<file path="src/rtl/shader_dispatch_if.sv">
// rtl/shader_dispatch_if.sv - triangle, shader-unit and result signal bundle for shader_dispatch
interface shader_dispatch_if #(
  parameter int NUM_UNITS = 4,
  parameter int ID_W      = 8
);
  localparam int CNT_W = $clog2(NUM_UNITS + 1);

  logic                      tri_valid;
  logic                      tri_ready;
  logic [ID_W-1:0]           tri_id;
  logic [287:0]              tri_p;
  logic [NUM_UNITS-1:0]      unit_start;
  logic [NUM_UNITS-1:0]      unit_sreset;
  logic [NUM_UNITS*288-1:0]  unit_tri;
  logic [NUM_UNITS-1:0]      unit_done;
  logic [NUM_UNITS*4-1:0]    unit_color;
  logic                      res_valid;
  logic                      res_ready;
  logic [ID_W-1:0]           res_id;
  logic [3:0]                res_color;
  logic                      res_err;
  logic [CNT_W-1:0]          inflight;

  modport slave (
    input  tri_valid, tri_id, tri_p, unit_done, unit_color, res_ready,
    output tri_ready, unit_start, unit_sreset, unit_tri, res_valid, res_id, res_color, res_err,
           inflight
  );

  modport master (
    output tri_valid, tri_id, tri_p, unit_done, unit_color, res_ready,
    input  tri_ready, unit_start, unit_sreset, unit_tri, res_valid, res_id, res_color, res_err,
           inflight
  );
endinterface

</file>
<file path="src/rtl/shader_dispatch.sv">
// rtl/shader_dispatch.sv - shares NUM_UNITS shader units across one triangle stream,
// returning tagged colors out of order with a per-unit watchdog.
module shader_dispatch #(
  parameter int NUM_UNITS = 4,
  parameter int ID_W      = 8,
  parameter int TIMEOUT   = 256
) (
  input  logic              clk,
  input  logic              sreset,
  shader_dispatch_if.slave  bus
);
  localparam int UW    = $clog2(NUM_UNITS);
  localparam int WD_W  = $clog2(TIMEOUT);
  localparam int CNT_W = $clog2(NUM_UNITS + 1);

  typedef enum logic [1:0] {S_IDLE, S_LAUNCH, S_RUN, S_RESULT} state_t;

  state_t               r_state [NUM_UNITS];
  state_t               w_state_nxt [NUM_UNITS];
  logic [287:0]         r_tri   [NUM_UNITS];
  logic [ID_W-1:0]      r_id    [NUM_UNITS];
  logic [3:0]           r_color [NUM_UNITS];
  logic [WD_W-1:0]      r_wdog  [NUM_UNITS];
  logic [NUM_UNITS-1:0] r_err;
  logic [NUM_UNITS-1:0] r_start;
  logic [UW-1:0]        r_rr_ptr;
  logic                 r_res_valid;
  logic [UW-1:0]        r_res_unit;
  logic [ID_W-1:0]      r_res_id;
  logic [3:0]           r_res_color;
  logic                 r_res_err;

  logic [NUM_UNITS-1:0] w_idle, w_timeout, w_done_cap, w_launch_sel, w_cand;
  logic                 w_tri_ready, w_accept, w_handshake, w_grant;
  logic [UW-1:0]        w_acc_unit, w_grant_unit, w_ptr_nxt;
  logic [CNT_W-1:0]     w_inflight;

  always_comb begin
    w_inflight = '0;
    w_acc_unit = '0;
    for (int i = 0; i < NUM_UNITS; i++) begin
      w_idle[i]    = (r_state[i] == S_IDLE);
      w_timeout[i] = ((r_state[i] == S_LAUNCH) || (r_state[i] == S_RUN)) &&
                     (r_wdog[i] == WD_W'(TIMEOUT - 1));
      w_done_cap[i] = (r_state[i] == S_RUN) && bus.unit_done[i] && !w_timeout[i];
      w_cand[i]    = (r_state[i] == S_RESULT) && !(r_res_valid && (r_res_unit == UW'(i)));
      if (!w_idle[i]) w_inflight = w_inflight + CNT_W'(1);
    end
    for (int i = NUM_UNITS - 1; i >= 0; i--) begin
      if (w_idle[i]) w_acc_unit = UW'(i);
    end
    w_tri_ready = (|w_idle) & ~sreset;
    w_accept    = bus.tri_valid & w_tri_ready;
    for (int i = 0; i < NUM_UNITS; i++) begin
      w_launch_sel[i] = w_accept && (w_acc_unit == UW'(i));
    end
  end

  // Round robin: scan from the pointer, the lowest offset wins.
  always_comb begin
    w_grant_unit = '0;
    for (int k = NUM_UNITS - 1; k >= 0; k--) begin
      if (w_cand[(int'(r_rr_ptr) + k) % NUM_UNITS]) w_grant_unit = UW'((int'(r_rr_ptr) + k) % NUM_UNITS);
    end
    w_handshake = r_res_valid & bus.res_ready;
    w_grant     = (!r_res_valid || w_handshake) && (|w_cand);
    w_ptr_nxt   = (w_grant_unit == UW'(NUM_UNITS - 1)) ? '0 : w_grant_unit + UW'(1);
  end

  // First LAUNCH cycle is recognised by the freshly cleared watchdog.
  always_comb begin
    for (int i = 0; i < NUM_UNITS; i++) begin
      w_state_nxt[i] = r_state[i];
      case (r_state[i])
        S_IDLE:   if (w_launch_sel[i]) w_state_nxt[i] = S_LAUNCH;
        S_LAUNCH: begin
          if (w_timeout[i]) w_state_nxt[i] = S_RESULT;
          else if ((r_wdog[i] != '0) && !bus.unit_done[i]) w_state_nxt[i] = S_RUN;
        end
        S_RUN:    if (w_timeout[i] || bus.unit_done[i]) w_state_nxt[i] = S_RESULT;
        S_RESULT: if (w_handshake && (r_res_unit == UW'(i))) w_state_nxt[i] = S_IDLE;
        default:  w_state_nxt[i] = S_IDLE;
      endcase
    end
  end

  always_ff @(posedge clk) begin
    if (sreset) begin
      for (int i = 0; i < NUM_UNITS; i++) begin
        r_state[i] <= S_IDLE;
        r_tri[i]   <= '0;
        r_id[i]    <= '0;
        r_color[i] <= '0;
        r_wdog[i]  <= '0;
      end
      r_err       <= '0;
      r_start     <= '0;
      r_rr_ptr    <= '0;
      r_res_valid <= 1'b0;
      r_res_unit  <= '0;
      r_res_id    <= '0;
      r_res_color <= '0;
      r_res_err   <= 1'b0;
    end else begin
      r_start <= w_launch_sel;
      for (int i = 0; i < NUM_UNITS; i++) begin
        r_state[i] <= w_state_nxt[i];
        if (w_launch_sel[i]) begin
          r_tri[i]  <= bus.tri_p;
          r_id[i]   <= bus.tri_id;
          r_wdog[i] <= '0;
        end else if ((r_state[i] == S_LAUNCH) || (r_state[i] == S_RUN)) begin
          r_wdog[i] <= r_wdog[i] + WD_W'(1);
        end
        if (w_timeout[i]) begin
          r_color[i] <= 4'd0;
          r_err[i]   <= 1'b1;
        end else if (w_done_cap[i]) begin
          r_color[i] <= bus.unit_color[i*4 +: 4];
          r_err[i]   <= 1'b0;
        end
      end
      if (w_grant) begin
        r_res_valid <= 1'b1;
        r_res_unit  <= w_grant_unit;
        r_res_id    <= r_id[w_grant_unit];
        r_res_color <= r_color[w_grant_unit];
        r_res_err   <= r_err[w_grant_unit];
        r_rr_ptr    <= w_ptr_nxt;
      end else if (w_handshake) begin
        r_res_valid <= 1'b0;
      end
    end
  end

  assign bus.tri_ready   = w_tri_ready;
  assign bus.unit_start  = r_start;
  assign bus.unit_sreset = {NUM_UNITS{sreset}} | w_timeout;
  assign bus.res_valid   = r_res_valid;
  assign bus.res_id      = r_res_id;
  assign bus.res_color   = r_res_color;
  assign bus.res_err     = r_res_err;
  assign bus.inflight    = w_inflight;

  for (genvar g = 0; g < NUM_UNITS; g++) begin : g_unit_tri
    assign bus.unit_tri[g*288 +: 288] = r_tri[g];
  end
endmodule

</file>
<file path="src/flat_wrapper.sv">
// flat-port wrapper written by rule: the top's interface ports become plain ports
module shader_dispatch_flat 
#(
  parameter int NUM_UNITS = 4,
  parameter int ID_W      = 8,
  parameter int TIMEOUT   = 256
)
  (clk, sreset, bus_tri_valid, bus_tri_id, bus_tri_p, bus_unit_done, bus_unit_color, bus_res_ready, bus_tri_ready, bus_unit_start, bus_unit_sreset, bus_unit_tri, bus_res_valid, bus_res_id, bus_res_color, bus_res_err, bus_inflight);
  shader_dispatch_if #(.NUM_UNITS(NUM_UNITS), .ID_W(ID_W)) bus_i ();
  input  logic clk;
  input  logic sreset;
  input wire logic [$bits(bus_i.tri_valid)-1:0] bus_tri_valid;
  input wire logic [$bits(bus_i.tri_id)-1:0] bus_tri_id;
  input wire logic [$bits(bus_i.tri_p)-1:0] bus_tri_p;
  input wire logic [$bits(bus_i.unit_done)-1:0] bus_unit_done;
  input wire logic [$bits(bus_i.unit_color)-1:0] bus_unit_color;
  input wire logic [$bits(bus_i.res_ready)-1:0] bus_res_ready;
  output wire logic [$bits(bus_i.tri_ready)-1:0] bus_tri_ready;
  output wire logic [$bits(bus_i.unit_start)-1:0] bus_unit_start;
  output wire logic [$bits(bus_i.unit_sreset)-1:0] bus_unit_sreset;
  output wire logic [$bits(bus_i.unit_tri)-1:0] bus_unit_tri;
  output wire logic [$bits(bus_i.res_valid)-1:0] bus_res_valid;
  output wire logic [$bits(bus_i.res_id)-1:0] bus_res_id;
  output wire logic [$bits(bus_i.res_color)-1:0] bus_res_color;
  output wire logic [$bits(bus_i.res_err)-1:0] bus_res_err;
  output wire logic [$bits(bus_i.inflight)-1:0] bus_inflight;
  assign bus_i.tri_valid = bus_tri_valid;
  assign bus_i.tri_id = bus_tri_id;
  assign bus_i.tri_p = bus_tri_p;
  assign bus_i.unit_done = bus_unit_done;
  assign bus_i.unit_color = bus_unit_color;
  assign bus_i.res_ready = bus_res_ready;
  assign bus_tri_ready = bus_i.tri_ready;
  assign bus_unit_start = bus_i.unit_start;
  assign bus_unit_sreset = bus_i.unit_sreset;
  assign bus_unit_tri = bus_i.unit_tri;
  assign bus_res_valid = bus_i.res_valid;
  assign bus_res_id = bus_i.res_id;
  assign bus_res_color = bus_i.res_color;
  assign bus_res_err = bus_i.res_err;
  assign bus_inflight = bus_i.inflight;
  shader_dispatch #(.NUM_UNITS(NUM_UNITS), .ID_W(ID_W), .TIMEOUT(TIMEOUT)) u_core (.clk(clk), .sreset(sreset), .bus(bus_i));
endmodule
</file>
<file path="config.mk">
export PLATFORM = sky130hd
export DESIGN_NAME = shader_dispatch_flat
export DESIGN_NICKNAME = d
export VERILOG_FILES = /design/src/rtl/shader_dispatch_if.sv /design/src/rtl/shader_dispatch.sv /design/src/flat_wrapper.sv
export SDC_FILE = /design/constraint.sdc
export NUM_CORES = 1
export LEC_CHECK = 0
export ABC_AREA = 1
export CAP_MARGIN = 20
export CORE_AREA = 2 2 591 593
export CTS_CLUSTER_DIAMETER = 200
export DETAILED_ROUTE_END_ITERATION = 7
export DIE_AREA = 0 0 593 595
export GPL_ROUTABILITY_DRIVEN = 0
export PLACE_DENSITY = 0.35
export SYNTH_ARGS = -nofsm -noshare
export SYNTH_HDL_FRONTEND = slang
export SYNTH_SLANG_ARGS = --single-unit
</file>
<file path="constraint.sdc">
create_clock -name clk -period 26.2 [get_ports clk]
set_clock_uncertainty 0.05 [all_clocks]
set_input_delay 6.55 -clock clk [delete_from_list [all_inputs] [get_ports clk]]
set_output_delay 6.55 -clock clk [all_outputs]
set_load 0.005 [all_outputs]
</file>
==> summary by stage, run 1 <==
Yosys
The fraction of post-synthesis cell area in the top cell type by area is 78.77%. The synthesized design spends more area on one cell type than any other, namely edfxtp_1. In the post-synthesis netlist, the biggest area contributors are edfxtp_1 (79%), nor2_1 (10%), inv_1 (3.6%). Synthesis handed over a netlist of 3,517 instances. The number of library cell types mapped by synthesis is 38. The net count after synthesis is 3,867. The number of warnings reported in the yosys synthesis log is 0. Ranked by instance count, the synthesized netlist is headed by nor2_1 (1,271), edfxtp_1 (1,232), inv_1 (456). The proportion of synthesized flip-flops having asynchronous set or reset is 0%. The cell area after synthesis is 46,970 µm². The flip-flop and latch count after synthesis is 1,266.

In the post-synthesis netlist, the cell with the most instances is nor2_1. A synthesized cell averages 13.35 µm². The most used flip-flop cell after synthesis is edfxtp_1. The proportion of synthesized chip area in sequential cells is 80.22%. The count of flip-flops with a built-in enable after synthesis is 1,232.

CTS
For this design, the CTS-stage hold fixing added 0 buffers. At the later pin of the worst-skew pair, clock insertion delay measures 0.82 ns. The TritonCTS clock tree is yes.

The H-tree level count is 4. The clock sink count is 1,266. The worst-case clock buffer depth is 4. After clock tree synthesis, the clock-pin slew on the worst setup and hold paths is 0.06 ns. Buffers inserted during clock tree synthesis total 165. The post-CTS repair timing setup buffer count is 0.

The CTS root buffer is clkbuf_16. The post-cts repair resize count is 0.

GRT
The total track usage is 13.42%. The via count of the first global-routing pass was 33,450. The remaining global-route overflow is 0.

The wire length of the first global-routing pass is 320.5 mm. The largest net degree at the start of global routing is 110. The initial antenna violation count is 44.

STA
The aggregate negative setup slack is 0 ns. The share of the clock period used by the worst path is 59.99%. The final-report max-slew violation count came to 0. The maximum frequency from static timing analysis is 63.62 MHz. Setup violations remaining at the end of the flow were counted as 0. The final hold violation count is 0. Setup repair after global routing left no endpoint under its margin. Measured against its own limit, the worst slew margin works out to 27.83%. At the pin with the least slew margin, the transition time is 1.083 ns. Counting I/O delays and the setup requirement, the final critical path takes 15.72 ns.

Floorplan
The die is 595 µm tall. The floorplan has 217 rows. The overall die width is 593 µm. The floorplan step defined a die boundary enclosing 352,800 µm². For this configuration, the core starts out at a cell density of 13.53%. The number of primary I/O pins is 1,498. The core box area is 347,300 µm².

Outcome
The flow ran to the end, and the final reports show no timing, DRC or antenna violations.

Place
The total of buffers placed on input and output ports is 1,497. After detailed placement, the total cell area comes to 67,460 µm². Detailed placement finished with a half-perimeter wire length of 186.2 mm.

Pwr
The total power density per cell area is 85.33 nW/µm². The switching share of total power is 29.08%. The net load switching power is 1.803 mW.

Per report_power, the sequential group accounts for 43.0% of the total. For this design the static power due to leakage is 27.45 nW. Per report_power, the combinational group accounts for 20.9% of the total.

Of the total power, the clock network draws 36.1%. Cell internal power was estimated by the tool at 4.397 mW. IR analysis of the VDD net gives a maximum drop of 47.10 µV.

Worst setup path
Counting both buffers and inverters, the worst setup path holds a total of 4. The required time reported for the critical path endpoint is 19.60 ns. The slowest stage of the critical path belongs to the cell clkdlybuf4s50_1. The critical path in this run is classified as primary input to output port. The maximum net fanout on the critical path is 30. The kind of cell adding the most delay to the critical path is buffers and inverters. The worst setup path is captured at an output port. The critical path goes through clkdlybuf4s50_1 -> buf_4 -> clkinv_1 -> nand2_1 -> clkdlybuf4s50_1. Among the stages of the critical path, the cell type that occurs most often is clkdlybuf4s50_1. The arrival time of the worst setup path is 9.12 ns. STA classifies the critical path startpoint as a primary input. For this run, the slowest stage of the critical path takes 0.63 ns.

Detailed routing
Dividing the detail-routed wire length by the instance count gives 25.10 µm. Dividing the detail-routed via count by the number of cells gives 3.341. The iteration-0 DRC count of the detailed router is 2,205.

The antenna violation net count after detailed routing is 0. The routed design has 246.7 mm of wire. For this run, design rule violations remaining after detail routing come to 0. The first-pass iteration count of the detailed router is 5. The routed via count is 32,820.

Flow run
The max-cap violation count is 0.

Final layout
The layout-stage area growth over the synthesis result is 54.70%. The core utilization of the finished layout is 20.92%. The count of nets after finishing is 5,427. Summing all non-filler instances in the final layout gives an area of 72,660 µm². The share of post-route cells with drive strength above 1 is 5.804%.

Worst hold path
The type of the tightest min-delay check is flip-flop to flip-flop.
## cells by family (layout without fill, tap and decap cells)
family          count (synthesis)  in the layout  share of synthesized area (%)
compound gates                 56             56                         0.6447
xor+xnor                        9              9                         0.1678
fa+ha+maj                      30             30                         0.7992
buf+inv                       608           2294                          5.120
flops                        1266           1266                          80.22
other cells                     0             23                              0
simple gates                 1548           1548                          13.05
## stage by stage
step | hold WS [ns] | worst slack (ns) | std cells | total power, mW
finish | 0.4167 | 10.48 | 9825 | 6.200
global route | 0.4349 | 10.31 | 9810 | 6.487
CTS | 0.4175 | 10.35 | 9802 | 6.337
detailed placement | 0.4080 | 10.37 | 9509 | 4.044
global placement | 0.4097 | 10.39 | 9508 | 4.045
floorplan | 0.3935 | 11.56 | 3517 | 3.162
## flip-flops by register name, summed over array words and instances (netlist names), 2 cells and up
signal / count
u_core.r_tri: 1152
u_core.r_id: 32
u_core.r_wdog: 32
u_core.r_color: 16
u_core.bus.res_id: 8
u_core.r_state: 8
u_core.bus.res_color: 4
u_core.bus.unit_start: 4
u_core.r_err: 4
u_core.r_res_unit: 2
u_core.r_rr_ptr: 2
## worst reg2reg max path, delay by kind of cell (launching register included)
kind	cells	cell delay [ns]
adders and majority gates	2	0.56
buffers and inverters	6	2.95
DFF	1	0.36
and+or+nand+nor	4	1.14
## final cells by class
| cell class | instances | area [µm²] |
|---|---|---|
| fillers | 37460 | 274600 |
| inverters | 461 | 1738 |
| well taps | 4599 | 5754 |
| repair buffers | 1540 | 15360 |
| diodes | 23 | 57.56 |
| clock inverters | 91 | 829.5 |
| multi-input cells | 1643 | 6937 |
| flip-flops and latches | 1266 | 37680 |
| clock buffers | 202 | 4310 |
## final timing paths
kind / from / to / slack [ns] / cells past startpoint
setup / recovery: sreset / bus_unit_sreset[0] / 10.48 / 5
hold / removal: u_core.r_err[2]$_SDFFE_PP0P_ / u_core.r_err[2]$_SDFFE_PP0P_ / 0.42 / 2
setup reg to reg: u_core.r_state[0][2]$_SDFFE_PP0P_ / u_core.r_tri[2][178]$_SDFFCE_PN0P_ / 20.70 / 12
hold reg to reg: u_core.r_err[2]$_SDFFE_PP0P_ / u_core.r_err[2]$_SDFFE_PP0P_ / 0.42 / 2
## power groups by stage
| stage | registers, mW | logic, mW | clock network (mW) |
|---|---|---|---|
| floorplan | 2.78 | 0.379 | 0 |
| global placement | 2.70 | 1.34 | 0 |
| detailed placement | 2.71 | 1.34 | 0 |
| CTS | 2.67 | 1.34 | 2.32 |
| global route | 2.70 | 1.40 | 2.39 |
| finish | 2.67 | 1.29 | 2.24 |
## placed cells by master, fill, tap and decap left out, types with 2 or more instances in the layout
cell	instances
ha_1	30
clkbuf_16	167
xnor2_1	3
nor4_1	4
o21ai_0	18
diode_2	23
nand3_2	7
bufinv_16	11
edfxtp_1	1232
clkinv_8	4
nor3b_1	4
nand3_1	103
nand2_1	110
a31oi_1	4
inv_1	455
nor2_1	1271
a21oi_1	26
nand2_2	13
nand4_1	9
a211oi_1	2
nand2_4	6
clkinv_16	2
inv_6	8
o211ai_1	2
clkdlybuf4s50_1	1497
inv_2	4
clkbuf_1	35
nor3_1	15
buf_4	39
clkinv_1	35
buf_12	4
clkinvlp_4	5
dfxtp_1	34
xor2_1	6
nand3_4	2
clkinv_2	26
## routing by layer
layer | vias up | track usage, % | part of all wire, %
met2 | 1361 | 22.22 | 47
met3 | 248 | 5.393 | 9.9
met4 | 22 | 2.943 | 2.2
met5 | - | 0 | 0.056
li1 | 14790 | - | -
met1 | 16400 | 16.22 | 41
(Power assumes the default switching activity.)
==> run 2: changes to the inputs <==
--- a/config.mk
+++ b/config.mk
@@ -7,10 +7,10 @@
 export LEC_CHECK = 0
 export ABC_AREA = 1
 export CAP_MARGIN = 20
-export CORE_AREA = 2 2 591 593
+export CORE_AREA = 2 2 581 583
 export CTS_CLUSTER_DIAMETER = 200
 export DETAILED_ROUTE_END_ITERATION = 7
-export DIE_AREA = 0 0 593 595
+export DIE_AREA = 0 0 583 585
 export GPL_ROUTABILITY_DRIVEN = 0
 export PLACE_DENSITY = 0.35
 export SYNTH_ARGS = -nofsm -noshare
==> constraint.sdc (replaced) <==
create_clock -name clk -period 16.3 [get_ports clk]
set_clock_uncertainty 0.05 [all_clocks]
set_input_delay 4.075 -clock clk [delete_from_list [all_inputs] [get_ports clk]]
set_output_delay 4.075 -clock clk [all_outputs]
set_load 0.005 [all_outputs]
==> run 2 against run 1 <==
Power rose by 59%. Flip-flop and latch count did not move. Routed wire length decreased by 1.1%. Register-to-register slack worse by 9.9 ns. Largest power group unchanged. Clock power up 58%. Critical path type unchanged. Setup slack got worse by 4.4 ns. Worst hold slack gained 0.0029 ns. Via count up 0.25%. Count of clock-buffer cells in the layout stayed put. Global-route usage grew 0.31 points. Critical endpoint unchanged. Final cell count decreased by 2.2%.
==> summary by stage, run 2 (synthesized netlist as in run 1, its figures left out) <==
CTS
The post-cts repair resize count was 0 (unchanged). The H-tree level count is 4 (unchanged). The clock slew seen by the registers of the worst setup and hold paths came to 0.06 ns (about the same). The number of buffers inserted by hold repair at cts was 0 (unchanged).

The post-CTS repair timing setup buffer count is 0 (unchanged). The clock latency at the later pin of the worst-skew pair was 0.82 ns (about the same). The CTS root buffer is clkbuf_16 (unchanged).

The clock sink count is 1,266 (unchanged). The worst-case clock buffer depth is 4 (unchanged). The number of buffers created by CTS is 163 (was 165). The TritonCTS clock tree is yes (unchanged).

Worst setup path
The nature of the critical path startpoint is a primary input (unchanged). The largest stage delay on the critical path is 0.54 ns (was 0.63 ns). The number of cell instances on the worst register-to-register path was 12 (unchanged).

The kind of cell adding the most delay to the critical path is buffers and inverters (unchanged). The arrival time of the worst setup path is 6.07 ns (was 9.12 ns). The logic depth of the worst setup path including buffers is 6 (was 5). The required time reported for the critical path endpoint is 12.18 ns (was 19.60 ns). The number of buffer and inverter stages on the critical path came to 5 (was 4). Sequence of cells on the critical path: clkdlybuf4s50_1 -> buf_4 -> clkinv_1 -> buf_4 -> nand2_1 -> clkdlybuf4s50_1 (was clkdlybuf4s50_1 -> buf_4 -> clkinv_1 -> nand2_1 -> clkdlybuf4s50_1). The type of the worst setup path is primary input to output port (unchanged). The maximum net fanout on the critical path is 30 (unchanged). The endpoint kind of the worst setup timing path is an output port (unchanged).

The slowest cell on the critical path is clkdlybuf4s50_1 (unchanged).

Pwr
The overall power consumption is 9.888 mW (was 6.200 mW). The leakage dissipation is 27.40 nW (was 27.45 nW). The total power density per cell area was 136.8 nW/µm² (was 85.33 nW/µm²). The highest ir drop seen on vdd is 71.71 µV (was 47.10 µV).

Floorplan
The die area is 341,100 µm² (was 352,800 µm²). The number of primary I/O pins is 1,498 (unchanged). The starting density of the core came to 14.01% (was 13.53%).

The standard-cell row count is 213 (was 217). The vertical extent of the die came to 585 µm (was 595 µm). The overall die width is 583 µm (was 593 µm).

The core box area is 335,300 µm² (was 347,300 µm²).

STA
The worst relative slew slack is 14.02% (was 27.83%). The clock period could shrink to 10.19 ns. Derived from the worst setup path, the maximum achievable clock frequency is 98.11 MHz. The share of the clock period used by the worst path is 62.53%.

RSZ-0062 raised after global routing: no (unchanged). The actual slew at the worst max-slew pin is 1.290 ns (was 1.083 ns). The final-report max-slew violation count is 0 (unchanged). The hold slack is 0.4196 ns (was 0.4167 ns). The final hold violation count is 0 (unchanged). The aggregate negative setup slack is 0 ns (unchanged).

The count of endpoints failing setup in the final report was 0 (unchanged).

Detailed routing
The antenna violation net count after detailed routing is 0 (unchanged). The iteration-0 DRC count of the detailed router was 2,497 (was 2,205). The routed via count is 32,910 (was 32,820). The residual DRC count is 0 (unchanged). The routed wire length is 244.0 mm (was 246.7 mm). The detail-routed net length per standard cell is 25.38 µm (was 25.10 µm).

The via-per-instance ratio is 3.423 (was 3.341). The first-pass iteration count of the detailed router is 5 (unchanged).

GRT
The initial antenna violation count is 42 (was 44). The via count of the first global-routing pass is 33,670 (was 33,450). The remaining global-route overflow is 0 (unchanged).

The wire length of the first global-routing pass came to 318.4 mm (was 320.5 mm). The total track usage came to 13.73% (was 13.42%). The largest net degree at the start of global routing is 103 (was 110).

Final layout
The core utilization of the finished layout came to 21.57% (was 20.92%). Most frequent cells in the layout: clkdlybuf4s50_1 (1,497), nor2_1 (1,271), edfxtp_1 (1,232) (unchanged). Regs by FF count: u_core.r_tri: 1152 flops, u_core.r_id: 32 flops, u_core.r_wdog: 32 flops (unchanged). The area taken by flip-flops and latches is 37,680 µm² (unchanged).

The count of nets after finishing was 5,427 (unchanged). The area used by multi-input combinational logic is 6937 µm² (unchanged). The number of non-filler instances in the completed layout is 9,613 (was 9,825). The number of fill cells in the layout is 36,050 (was 37,460).

The number of flip-flops in the largest register was 1,152 (unchanged). The leading cell type in the layout, fill and taps excluded is clkdlybuf4s50_1 (unchanged). The share of post-route cells with drive strength above 1 came to 5.732% (was 5.804%). The most flop-heavy register is u_core.r_tri (unchanged).

The layout-stage area growth over the synthesis result was 53.94% (was 54.70%).

Worst hold path
The type of the tightest min-delay check is flip-flop to flip-flop (unchanged). The worst hold path stage count is 2 (unchanged).

Flow run
The max-cap violation count is 0 (unchanged).

Place
The total half-perimeter wirelength after legalization and detailed placement is 183.7 mm (was 186.2 mm). The number of cells after detailed placement was 9,319 (was 9,509). The total of buffers placed on input and output ports is 1,497 (unchanged).

Outcome
Result of the run: finished clean (unchanged).
-- run 2: cell types whose count changed in the layout (fill, tap and decap cells not counted), moves of 2 or more --
cell | before | now
clkinv_1 | 35 | 33
bufinv_16 | 11 | 9
buf_4 | 39 | 42
clkinv_16 | 2 | 4
inv_6 | 8 | 5
diode_2 | 23 | 7
clkbuf_16 | 167 | 165
clkinv_4 | 1 | 3
clkbuf_1 | 35 | 37
clkinv_8 | 4 | 2
clkinv_2 | 26 | 23
-- run 2: stage by stage --
| stage | area (µm²) | worst slack, ns |
|---|---|---|
| after CTS | 72290 | 6.024 |
| after global placement | 67220 | 6.041 |
| after global routing | 72290 | 5.973 |
| after detailed placement | 67220 | 6.033 |
| after floorplan | 46970 | 4.139 |
| final | 72300 | 6.107 |
-- run 2: final cells by class --
cell class	instances	area share (%)
inverters	461	2.404
clock buffers	202	5.903
clock inverters	85	1.097
diodes	7	0.02423
multi-input cells	1643	9.594
well taps	4407	7.626
repair buffers	1542	21.24
flip-flops and latches	1266	52.11
-- run 2: final timing paths --
path                                           from                            endpoint  slack (ns)
hold reg to reg        u_core.r_err[2]$_SDFFE_PP0P_        u_core.r_err[2]$_SDFFE_PP0P_        0.42
setup / recovery                             sreset                  bus_unit_sreset[0]        6.11
hold / removal         u_core.r_err[2]$_SDFFE_PP0P_        u_core.r_err[2]$_SDFFE_PP0P_        0.42
setup reg to reg  u_core.r_state[0][1]$_SDFFE_PP0P_  u_core.r_tri[1][231]$_SDFFCE_PN0P_       10.77
-- run 2: tightest hold or removal path: stages (launching register included) --
cell and delay [ns]:
dfxtp_1 0.31, nand2_1 0.06, a21oi_1 0.05
-- run 2: where the power goes --
part / switching [mW] / total [mW] / internal [mW] / leakage, nW
clock: 1.52 / 3.53 / 2.01 / 2.45
combinational: 1.19 / 2.06 / 0.878 / 11.9
sequential: 0.167 / 4.30 / 4.13 / 13.1
-- run 2: per-layer routing --
metal,part of all wire [%],track usage [%],vias to the layer above
met5,0.037,0,-
met4,2.1,2.919,14
met3,9.7,5.348,247
met2,48,23.09,1390
met1,40,16.51,16510
li1,-,-,14750
